===== src/rtl/oled_spi_pkg.sv =====
// rtl/oled_spi_pkg.sv - shared constants and FSM encoding for the SSD1306 SPI writer
// Word layout on spi_data: [9]=skip, [8]=DC (0 command, 1 data), [7:0]=byte.
package oled_spi_pkg;

  localparam logic [1:0] TAG_CMD  = 2'b00;
  localparam logic [1:0] TAG_DATA = 2'b01;
  localparam int         SKIP_BIT = 9;
  localparam int         DC_BIT   = 8;

  // Half-periods per byte: 8 rising + 8 falling SCLK edges.
  localparam int         HALF_PERIODS = 16;

  typedef enum logic [2:0] {
    ST_IDLE,
    ST_SHIFT,
    ST_FINISH,
    ST_SKIP,
    ST_WAIT_LOW
  } state_e;

endpackage


===== src/rtl/spi_half_tick.sv =====
// rtl/spi_half_tick.sv - SCLK half-period divider emitting one-cycle ticks
// Ports:
//   clk_i   in  system clock
//   rst_i   in  synchronous active-high reset
//   clr_i   in  restart the half-period count (accept edge)
//   en_i    in  count while high
//   tick_o  out high on the cycle that ends a half-period of CLK_DIV cycles
module spi_half_tick #(
  parameter int CLK_DIV = 1
) (
  input  logic clk_i,
  input  logic rst_i,
  input  logic clr_i,
  input  logic en_i,
  output logic tick_o
);

  localparam int CW = (CLK_DIV > 1) ? $clog2(CLK_DIV) : 1;

  logic [CW-1:0] cnt_q, cnt_d;

  assign tick_o = en_i && (cnt_q == CW'(CLK_DIV - 1));

  always_comb begin
    cnt_d = cnt_q;
    if (clr_i) begin
      cnt_d = '0;
    end else if (tick_o) begin
      cnt_d = '0;
    end else if (en_i) begin
      cnt_d = cnt_q + CW'(1);
    end
  end

  always_ff @(posedge clk_i) begin
    if (rst_i) begin
      cnt_q <= '0;
    end else begin
      cnt_q <= cnt_d;
    end
  end

endmodule


===== src/rtl/oled_spi_writer.sv =====
// rtl/oled_spi_writer.sv - byte-level 4-wire SPI transmitter for the SSD1306 panel
// Ports:
//   clk_1m           in  system clock, rising edge
//   rst              in  synchronous active-high reset
//   spi_write_start  in  level request, held until spi_write_done is seen
//   spi_data[9:0]    in  {skip, dc, byte}
//   spi_write_done   out one-cycle completion pulse
//   spi_busy         out high from accept through the done cycle
//   oled_cs_n        out chip select, active low
//   oled_sclk        out SPI mode-0 clock
//   oled_mosi        out serial data, MSB first
//   oled_dc          out data/command select
module oled_spi_writer
  import oled_spi_pkg::*;
#(
  parameter int CLK_DIV = 1
) (
  input  logic       clk_1m,
  input  logic       rst,
  input  logic       spi_write_start,
  input  logic [9:0] spi_data,
  output logic       spi_write_done,
  output logic       spi_busy,
  output logic       oled_cs_n,
  output logic       oled_sclk,
  output logic       oled_mosi,
  output logic       oled_dc
);

  state_e     state_q, state_d;
  logic [7:0] shreg_q, shreg_d;
  logic [3:0] hcnt_q, hcnt_d;
  logic       cs_n_q, cs_n_d;
  logic       sclk_q, sclk_d;
  logic       mosi_q, mosi_d;
  logic       dc_q, dc_d;
  logic       done_q, done_d;
  logic       busy_q, busy_d;
  logic       accept;
  logic       shift_en;
  logic       tick;

  assign accept   = (state_q == ST_IDLE) && spi_write_start;
  assign shift_en = (state_q == ST_SHIFT);

  spi_half_tick #(
    .CLK_DIV(CLK_DIV)
  ) u_half_tick (
    .clk_i (clk_1m),
    .rst_i (rst),
    .clr_i (accept),
    .en_i  (shift_en),
    .tick_o(tick)
  );

  always_ff @(posedge clk_1m) begin
    if (rst) begin
      state_q <= ST_IDLE;
      shreg_q <= '0;
      hcnt_q  <= '0;
      cs_n_q  <= 1'b1;
      sclk_q  <= 1'b0;
      mosi_q  <= 1'b0;
      dc_q    <= 1'b0;
      done_q  <= 1'b0;
      busy_q  <= 1'b0;
    end else begin
      state_q <= state_d;
      shreg_q <= shreg_d;
      hcnt_q  <= hcnt_d;
      cs_n_q  <= cs_n_d;
      sclk_q  <= sclk_d;
      mosi_q  <= mosi_d;
      dc_q    <= dc_d;
      done_q  <= done_d;
      busy_q  <= busy_d;
    end
  end

  always_comb begin
    state_d = state_q;
    unique case (state_q)
      ST_IDLE:     if (spi_write_start) state_d = spi_data[SKIP_BIT] ? ST_SKIP : ST_SHIFT;
      ST_SHIFT:    if (tick && hcnt_q == 4'(HALF_PERIODS - 1)) state_d = ST_FINISH;
      ST_FINISH:   state_d = ST_WAIT_LOW;
      ST_SKIP:     state_d = ST_WAIT_LOW;
      // The sequencer drops start one cycle after done; waiting here keeps the
      // still-high request from being taken as a second word.
      ST_WAIT_LOW: if (!spi_write_start) state_d = ST_IDLE;
      default:     state_d = ST_IDLE;
    endcase
  end

  always_comb begin
    shreg_d = shreg_q;
    hcnt_d  = hcnt_q;
    cs_n_d  = cs_n_q;
    sclk_d  = sclk_q;
    mosi_d  = mosi_q;
    dc_d    = dc_q;
    done_d  = 1'b0;
    busy_d  = busy_q;
    unique case (state_q)
      ST_IDLE: begin
        if (spi_write_start) begin
          busy_d  = 1'b1;
          hcnt_d  = '0;
          shreg_d = spi_data[7:0];
          if (!spi_data[SKIP_BIT]) begin
            cs_n_d = 1'b0;
            sclk_d = 1'b0;
            dc_d   = spi_data[DC_BIT];
            mosi_d = spi_data[7];
          end
        end
      end
      ST_SHIFT: begin
        if (tick) begin
          sclk_d = ~sclk_q;
          hcnt_d = hcnt_q + 4'd1;
          // Odd hcnt_q means this tick is a falling edge; present the next bit,
          // except on the final falling edge which just parks SCLK low.
          if (hcnt_q[0] && hcnt_q != 4'(HALF_PERIODS - 1)) begin
            mosi_d  = shreg_q[6];
            shreg_d = {shreg_q[6:0], 1'b0};
          end
        end
      end
      ST_FINISH, ST_SKIP: begin
        cs_n_d = 1'b1;
        done_d = 1'b1;
      end
      ST_WAIT_LOW: busy_d = 1'b0;
      default: ;
    endcase
  end

  assign spi_write_done = done_q;
  assign spi_busy       = busy_q;
  assign oled_cs_n      = cs_n_q;
  assign oled_sclk      = sclk_q;
  assign oled_mosi      = mosi_q;
  assign oled_dc        = dc_q;

endmodule


===== config.mk =====
export PLATFORM = sky130hd
export DESIGN_NAME = oled_spi_writer
export DESIGN_NICKNAME = d
export VERILOG_FILES = /design/src/rtl/oled_spi_pkg.sv /design/src/rtl/spi_half_tick.sv /design/src/rtl/oled_spi_writer.sv
export SDC_FILE = /design/constraint.sdc
export NUM_CORES = 1
export LEC_CHECK = 0
export ABC_AREA = 0
export BUFFER_PORTS_ARGS = -buffer_cell sky130_fd_sc_hd__buf_2
export CORE_MARGIN = 2
export CORE_UTILIZATION = 34
export DETAILED_ROUTE_END_ITERATION = 12
export GPL_TIMING_DRIVEN = 0
export PLACE_DENSITY = 0.54
export SLEW_MARGIN = 30
export SYNTH_ARGS = -nofsm -noshare
export SYNTH_HDL_FRONTEND = slang
export SYNTH_HIERARCHICAL = 1
export SYNTH_SLANG_ARGS = --single-unit

===== constraint.sdc =====
create_clock -name clk_1m -period 4.51 [get_ports clk_1m]
set_clock_uncertainty 0.1 [all_clocks]
set_input_delay 0.451 -clock clk_1m [delete_from_list [all_inputs] [get_ports clk_1m]]
set_output_delay 0.451 -clock clk_1m [all_outputs]
set_load 0.02 [all_outputs]

==> impl_metrics.csv <==
group,metric,value,unit
run_status,status,"completed",
routing,wl,2.08,mm
timing,finalMaxSlewViolations,0,
routing,dr.pass1.iters,4,
min_path,hold_path.class,"in -> reg",
cells_and_area,drive_gt1_frac,0.261,
critical_path,crit_start,"state_q[2]",
power_and_ir_drop,vdd_drop_max,0.000158,V
place,hpwl,1.55,mm
cells_and_area,n_antenna_cell,0,
clocking,cts.sinks,21,
timing,finalSetupViolCount,0,
timing,relSlewSlack,0.632,
critical_path,r2r_cells,8,
place,pre_cts_ws,1.96,ns
place,place_congestion,0.777,
routing,via_per_inst,5.12,
logic_synthesis,synth_area,0.00101,sq mm
die,die_x,58.5,microns
global_route,grt_pass1_vias,850,
clocking,clkLatencyLatePin,0.30,ns
timing,fin_crit,2.60,ns
routing,final_antenna_net_count,0,
die,start_util,0.363,
job,max-cap-violations,0,
cells_and_area,most-common-layout-cells,"dfxtp_1 (21), buf_2 (18), nor2_1 (17)",
global_route,grt_overflow,0,
clocking,clock_path_buffers,2,
clocking,cts_resized,0,
global_route,antenna_found_initial,0,
critical_path,reg2reg_from,"state_q[2]",
routing,dr_total_vias,844,
logic_synthesis,ys_warn_count,6,
die,core_area,0.00278,sq mm
clocking,numCtsBuffers,3,
global_route,grt_max_degree,12,
timing,fmax,0.385,GHz
logic_synthesis,synth_seq_cells,21,
timing,rsz0062_at_grt,"false",
die,die_y,58.5,microns
timing,finalHoldViolCount,0,
critical_path,crit_fanout,10,
logic_synthesis,seq_area_frac_synth,0.417,
logic_synthesis,syn_nets,126,
critical_path,end_kind,"flop",
logic_synthesis,synth_area_per_cell,9.00,sq um
die,fp.dieArea,0.00342,sq mm
routing,route.detailed.drc,0,
clocking,root_buffer,"clkbuf_4",
timing,worst_slew_pin_slew,0.552,ns
logic_synthesis,netlist_instances,112,
routing,post_drt_wl_per_cell,12.6,microns
timing,finalCritPeriodShare,0.576,
clocking,cts_tree,"built",
critical_path,worst-setup-path-type,"reg -> reg",
critical_path,r2r_slack,1.91,ns
global_route,grt_first_pass_wirelength,3.62,mm
critical_path,worst_setup_path_start_kind,"flop",
clocking,clk_pin_slew_worst_paths,0.12,ns
cells_and_area,fillers,287,
routing,drt_iter0_drc,14,
critical_path,crit_arrival,2.67,ns
critical_path,crit_path_end,"oled_mosi",
clocking,cts_max_level,1,
cells_and_area,area.growth.synth_to_final,15.4,%
min_path,holdPathStages,2,
timing,layout_setup_ws,1.91,ns
global_route,grt_usage,0.140,
die,io_pins,19,
die,rows,19,
timing,tns,0,ns
cells_and_area,fin_nets,149,
logic_synthesis,ys_types,36,
power_and_ir_drop,p_per_area,325,mW/mm^2
critical_path,r2r_end,"oled_mosi",
place,io_buffer_count,18,
cells_and_area,final_common_cell,"dfxtp_1",
critical_path,crit_required,4.58,ns
power_and_ir_drop,leakagePower,0.000465,uW
clocking,hold_buffers,0,
clocking,cts_setup_buffers,0,
==> per-stage QoR <==
step	power, uW	hold WS [ns]	cell area, sq um	instances	utilization
final	378	0.244	1160	165	0.418
after global routing	404	0.220	1160	165	0.418
after CTS	386	0.228	1160	165	0.418
after detailed placement	293	0.368	1140	161	0.409
after global placement	291	0.361	1140	161	0.409
after floorplan	270	0.344	1010	112	-
==> worst max-delay path: stages (launching register included) <==
cell       delay, ns
dfxtp_1         0.38
or3b_4          0.43
buf_6           0.15
inv_2           0.12
nor2b_1         0.35
and2_1          0.25
o21ai_1         0.14
a2111oi_0       0.47
nor3_1          0.08
==> kinds of logic (layout without fill, tap and decap cells) <==
group | count (synthesis) | after routing | synth area share
buf+inv | 6 | 28 | 0.0409
xor+xnor | 2 | 2 | 0.0174
simple gates | 59 | 59 | 0.299
mux | 2 | 2 | 0.0199
compound gates | 21 | 21 | 0.194
fa+ha+maj | 1 | 1 | 0.0124
flops | 21 | 21 | 0.417
==> registers in the layout (all words and copies together) (netlist names) <==
| signal | cells |
|---|---|
| oled_mosi | 1 |
| state_q | 3 |
| oled_cs_n | 1 |
| oled_dc | 1 |
| shreg_q | 7 |
| spi_busy | 1 |
| u_half_tick/cnt_q | 1 |
| oled_sclk | 1 |
| spi_write_done | 1 |
| hcnt_q | 4 |
==> metal layers <==
layer	GRT usage	vias up	share of wire
li1	-	442	-
met1	0.163	391	0.46
met2	0.247	9	0.51
met3	0.0198	2	0.026
met4	0.0698	0	0.0087
met5	0	-	0
==> cell type report <==
class                           instances  area, sq um  share of cell area
Tap cell                               31         38.8              0.0333
Timing Repair Buffer                   18         90.1              0.0774
Inverter                                1         3.75             0.00323
Buffer                                  5         37.5              0.0323
Clock buffer                            4         26.3              0.0226
Sequential cell                        21          420               0.361
Multi-Input combinational cell         85          547               0.470
==> worst min path at each step <==
stage,slack [ns],endpoint,start
after floorplan,0.34,hcnt_q[1],hcnt_q[1]
after global placement,0.36,shreg_q[4],shreg_q[3]
after detailed placement,0.37,hcnt_q[1],hcnt_q[1]
after CTS,0.23,u_half_tick/cnt_q,rst
after global routing,0.22,u_half_tick/cnt_q,rst
final,0.24,u_half_tick/cnt_q,rst
==> report_power, final <==
part	internal (uW)	switching, uW	total [uW]
clock network	34.4	55.9	90.3
logic	34.7	47.3	82.0
registers	198	7.56	206
total	267	111	378
==> synthesized netlist by cell type <==
library cell / count / area share
xor2_1: 2 / 0.017
and2_1: 1 / 0.0062
a221oi_4: 1 / 0.026
dfxtp_1: 21 / 0.42
inv_2: 1 / 0.0037
a31oi_1: 1 / 0.0062
or3b_4: 1 / 0.011
and3_1: 2 / 0.012
nor2_1: 17 / 0.063
nand3_1: 1 / 0.0050
o21ba_2: 1 / 0.0099
a2111oi_0: 1 / 0.0087
nor3_1: 6 / 0.030
nor3b_1: 2 / 0.015
and2b_1: 1 / 0.0074
nand3_2: 1 / 0.0099
nand2b_1: 3 / 0.019
nand4_1: 1 / 0.0062
a311oi_1: 2 / 0.017
or2_1: 1 / 0.0062
clkbuf_1: 2 / 0.0074
a21oi_2: 1 / 0.0087
nand2_1: 16 / 0.060
a311oi_2: 4 / 0.060
nand3b_1: 2 / 0.015
nor2b_1: 2 / 0.012
o21ai_1: 2 / 0.0099
o31ai_1: 1 / 0.0074
or3_1: 1 / 0.0062
o211ai_1: 2 / 0.015
a21oi_1: 5 / 0.025
mux2i_1: 2 / 0.020
buf_6: 2 / 0.022
nor4b_2: 1 / 0.015
ha_1: 1 / 0.012
buf_4: 1 / 0.0074
No activity file was read; power rests on OpenSTA's default activity.
